===== config.mk =====
export PLATFORM = sky130hd
export DESIGN_NAME = mcb_cmd_arbiter
export DESIGN_NICKNAME = d
export VERILOG_FILES = /design/src/rtl/mcb_cmd_arbiter.sv
export SDC_FILE = /design/constraint.sdc
export NUM_CORES = 1
export LEC_CHECK = 0
export CORE_MARGIN = 5
export CORE_UTILIZATION = 37
export CTS_CLUSTER_DIAMETER = 60
export DETAILED_ROUTE_END_ITERATION = 8
export HOLD_SLACK_MARGIN = 0.06
export PLACE_DENSITY = 0.92
export SLEW_MARGIN = 20
export SYNTH_ARGS = -nofsm -noshare
export SYNTH_HDL_FRONTEND = slang
export SYNTH_SLANG_ARGS = --single-unit

===== constraint.sdc =====
create_clock -name clk -period 1.8 [get_ports clk]
set_input_delay 0.36 -clock clk [delete_from_list [all_inputs] [get_ports clk]]
set_output_delay 0.36 -clock clk [all_outputs]
set_load 0.05 [all_outputs]

===== src/rtl/mcb_cmd_arbiter.sv =====
`default_nettype none
// ============================================================================
//  Module   : mcb_cmd_arbiter
//  Purpose  : Shares the single MCB command port of the LPDDR controller
//             between two requesters. Port 0 (VGA scanline prefetch) has
//             priority. Port 1 (CPU) is guaranteed service after at most
//             STARVE_LIMIT consecutive port-0 grants made while it waited.
//             No command is issued before memory calibration completes, and
//             mem_cmd_full is always honoured.
//  Ports    : clk, rst_n            - clock, synchronous active-low reset
//             calib_done            - MCB calibration complete
//             rN_req/instr/bl/addr  - requester N command (held until rN_ack)
//             rN_ack                - 1-cycle pulse when N's command is written
//             mem_cmd_*             - MCB command port (fields are registered)
//             mem_cmd_full          - MCB command FIFO full
//             grant_id              - owner of the latched/issuing command
//             busy                  - a command is latched and awaiting issue
//  Revision : 1.0 - initial release
// ============================================================================
module mcb_cmd_arbiter #(
    parameter int unsigned STARVE_LIMIT = 4
) (
    input  logic        clk,
    input  logic        rst_n,
    input  logic        calib_done,
    input  logic        r0_req,
    input  logic [2:0]  r0_instr,
    input  logic [5:0]  r0_bl,
    input  logic [29:0] r0_addr,
    output logic        r0_ack,
    input  logic        r1_req,
    input  logic [2:0]  r1_instr,
    input  logic [5:0]  r1_bl,
    input  logic [29:0] r1_addr,
    output logic        r1_ack,
    output logic        mem_cmd_en,
    output logic [2:0]  mem_cmd_instr,
    output logic [5:0]  mem_cmd_bl,
    output logic [29:0] mem_cmd_byte_addr,
    input  logic        mem_cmd_full,
    output logic        grant_id,
    output logic        busy
);

    localparam logic [0:0] c_IDLE  = 1'b0;
    localparam logic [0:0] c_ISSUE = 1'b1;
    localparam logic [3:0] c_LIMIT = 4'(STARVE_LIMIT);

    logic [0:0]  r_state;
    logic [3:0]  r_starve_cnt;
    logic        r_grant;
    logic [2:0]  r_instr;
    logic [5:0]  r_bl;
    logic [29:0] r_addr;

    logic        w_pick1;
    logic        w_latch;
    logic        w_fire;
    logic [29:0] w_addr_sel;
    logic [3:0]  w_starve_next;

    // Port 1 wins when alone, or when port 0 has used up its allowance of
    // consecutive grants while port 1 was waiting.
    assign w_pick1 = r1_req && (!r0_req || (r_starve_cnt == c_LIMIT));

    assign w_latch = (r_state == c_IDLE)  && calib_done && (r0_req || r1_req);
    assign w_fire  = (r_state == c_ISSUE) && calib_done && !mem_cmd_full;

    assign w_addr_sel = w_pick1 ? r1_addr : r0_addr;

    // Counts port-0 grants that bypassed a waiting port 1; any other grant
    // clears it.
    always_comb begin
        w_starve_next = 4'd0;
        if (!w_pick1 && r1_req) begin
            w_starve_next = (r_starve_cnt == c_LIMIT) ? r_starve_cnt
                                                      : r_starve_cnt + 4'd1;
        end
    end

    always_ff @(posedge clk) begin
        if (!rst_n) begin
            r_state      <= c_IDLE;
            r_starve_cnt <= 4'd0;
            r_grant      <= 1'b0;
            r_instr      <= 3'd0;
            r_bl         <= 6'd0;
            r_addr       <= 30'd0;
        end else if (r_state == c_IDLE) begin
            if (w_latch) begin
                r_state      <= c_ISSUE;
                r_grant      <= w_pick1;
                r_instr      <= w_pick1 ? r1_instr : r0_instr;
                r_bl         <= w_pick1 ? r1_bl    : r0_bl;
                // MCB byte addresses are word aligned.
                r_addr       <= w_addr_sel & ~30'h3;
                r_starve_cnt <= w_starve_next;
            end
        end else begin
            // Command is held (not dropped) while full or uncalibrated.
            if (w_fire) begin
                r_state <= c_IDLE;
            end
        end
    end

    // Strobe is combinational on mem_cmd_full so it can never assert while
    // the FIFO is full; ack is the same strobe steered to the owner.
    assign mem_cmd_en        = w_fire;
    assign r0_ack            = w_fire && !r_grant;
    assign r1_ack            = w_fire &&  r_grant;
    assign mem_cmd_instr     = r_instr;
    assign mem_cmd_bl        = r_bl;
    assign mem_cmd_byte_addr = r_addr;
    assign grant_id          = r_grant;
    assign busy              = (r_state == c_ISSUE);

endmodule
`default_nettype wire

==> flow_summary.yaml <==
outcome:
  outcome: "completed"
min_path:
  hold_class: "reg -> reg"
logic_synthesis:
  syn_area_per_cell_sq_um: 8.30
  synthDistinctLibCells: 27
  netlist_area_sq_um: 2100
  seq_area_frac_synth_pct: 41.0
  synth-seq-cells: 43
  synthCells: 253
  ys.warnings.count: 0
drt:
  ant_nets: 0
  drc: 0
  dr.pass1.iters: 4
  wirelength_um: 6540
  wire_per_inst_um: 14.8
  vias: 2238
  avgViaCountPerCell: 5.05
  drt_iter0_markers: 114
timing:
  setup_viol: 0
  finClkSkew_ns: 0.00553
  timing.fmax_mhz: 577
  grt_setup_unrepaired: "no"
  period_share_pct: 96.4
  finalHoldViolations: 0
  hold_slack_ns: 0.492
  maxSlewViolCount: 0
  min_period_ns: 1.73
clock_tree:
  htree_levels: 2
  cts_buffers: 5
  clk_pin_slew_ns: 0.08
  clock_latency_ns: 0.29
  tritoncts: "built"
  numClockSinks: 43
  clockBufferDepth: 2
  root_buffer: "clkbuf_8"
  hold_buffers: 0
worst_setup_path:
  crit_chain: "clkdlybuf4s50_1 -> or2_4 -> clkinvlp_4 -> and2_4 -> buf_12"
  arrival_ns: 1.37
  worstSetupPathType: "in -> out"
  crit_slowest_cell: "clkdlybuf4s50_1"
  endpoint_kind: "output pin"
  worst-path-max-fanout: 3
  critPathRequiredTime_ns: 1.44
  critPathMaxStageDelay_ns: 0.41
  start_kind: "primary input"
layout:
  antenna_cells: 0
  area_growth_pct: 66.6
  fillCellCount: 452
  drive_gt1_share_pct: 29.4
  fin_cells: 443
  fin_nets: 456
  post-route-util_pct: 63.6
  final_area_sq_um: 3500
global_route:
  grt.total_usage_pct: 17.7
  antenna_found_initial: 0
  grt_first_pass_wirelength_um: 10500
  grt_use_met1_pct: 19.9
  grtUsageMet2_pct: 31.9
  grt_max_degree: 26
  busiest_layer: "met2"
  grt_use_met3_pct: 6.31
  grt_pass1_vias: 2341
  overflow: 0
pwr:
  power_density_nw_per_um2: 795
  power_leakage_uw: 0.00143
  vdd_ir_drop_max_mv: 0.473
die:
  die_h_um: 85.4
  row_count: 27
  core_area_sq_um: 5510
  ioPinCount: 128
  start_util_pct: 38.2
  dieArea_sq_um: 7280
  die_w_um: 85.4
placed_design:
  io_buffers: 121
  dp.cells: 435
  gp_congestion: 0.817
  post-dp-hpwl_um: 4860
  dpl_cell_area_sq_um: 3380
flow_run:
  drv_cap: 0
## final timing paths
| check | from | end | slack [ns] | cells after the start |
|---|---|---|---|---|
| min | busy | busy | 0.49 | 2 |
| max reg2reg | r_starve_cnt[0] | mem_cmd_byte_addr[29] | 0.28 | 7 |
| max | mem_cmd_full | r1_ack | 0.07 | 5 |
| min reg2reg | busy | busy | 0.49 | 2 |
## area by class of cell
class | count | area, sq um | area share [%]
Multi-Input combinational cell | 184 | 1090 | 31.0
Sequential cell | 43 | 862 | 24.6
Inverter | 4 | 18.8 | 0.536
Clock buffer | 6 | 82.6 | 2.36
Tap cell | 72 | 90.1 | 2.57
Timing Repair Buffer | 132 | 1330 | 37.9
Clock inverter | 2 | 35.0 | 1.00
## metal layers
layer / up-vias / wire (um)
li1: 1101 / -
met1: 1038 / 2700
met2: 93 / 3200
met3: 6 / 580
met4: 0 / 52
met5: - / 0
## through the flow
stage               worst slack [ns]  TNS [ns]  power (uW)
finish                        0.0655         0        2780
global placement              -0.133    -0.263        2010
floorplan                    -0.0116   -0.0116        1630
CTS                           0.0643         0        2820
global route                  0.0345         0        2920
detailed placement            -0.166    -0.348        2020
## cell families after synthesis
kind of cell / after synthesis / synth area share (%)
compound gates: 121 / 36.8
simple gates: 59 / 12.3
flops: 43 / 41.0
buf+inv: 27 / 8.58
fa+ha+maj: 2 / 1.19
other cells: 1 / 0.179
## report_power, final
part	internal (uW)	leakage [uW]	switching, uW
sequential	1030	0.000355	42.7
combinational	387	0.00102	543
clock	449	0.0000612	332
## cells in the mapped netlist
cell type  instances  area [sq um]
a31oi_1            2          12.5
o21ai_2            1          8.76
conb_1             1          3.75
clkbuf_1           5          18.8
nand3b_1           2          15.0
o21a_2             1          8.76
nor2_1             2          7.51
nand2_1           45           169
buf_4              8          60.1
a21oi_1           39           195
inv_1              4          15.0
buf_6              1          11.3
and2_1             1          6.26
o21ai_0           34           170
a21boi_2           1          11.3
or2_2              1          6.26
o21ai_1            3          15.0
dfxtp_1           43           861
nor2b_4            1          13.8
nand4b_1           1          8.76
buf_12             2          40.0
buf_2              7          35.0
a21bo_1            1          10.0
nand3_1            5          25.0
and3_1             1          6.26
a21oi_2           39           342
ha_1               2          25.0
## what timing repair did
item,in CTS,in global routing
endpoints found under the setup margin,3,0
buffers inserted,0,0
resized for setup,3,0
## placed cells by master, fill, tap and decap left out, types with 5 or more instances in the layout
master	instances
nand2_1	45
o21ai_0	34
nand3_1	5
clkdlybuf4s50_1	78
a21oi_1	39
buf_12	11
dfxtp_1	42
a21oi_2	39
clkbuf_8	6
buf_4	42
## critical path, delay by kind of cell
kind / cells / cell delay (ns)
buf+inv: 3 / 0.61
simple gates: 2 / 0.40
## registers in the layout (all words and copies together) (netlist names)
name / flops
mem_cmd_byte_addr: 28
mem_cmd_bl: 6
r_starve_cnt: 4
mem_cmd_instr: 3
busy: 1
grant_id: 1
Power figures use the tool's default switching activity.
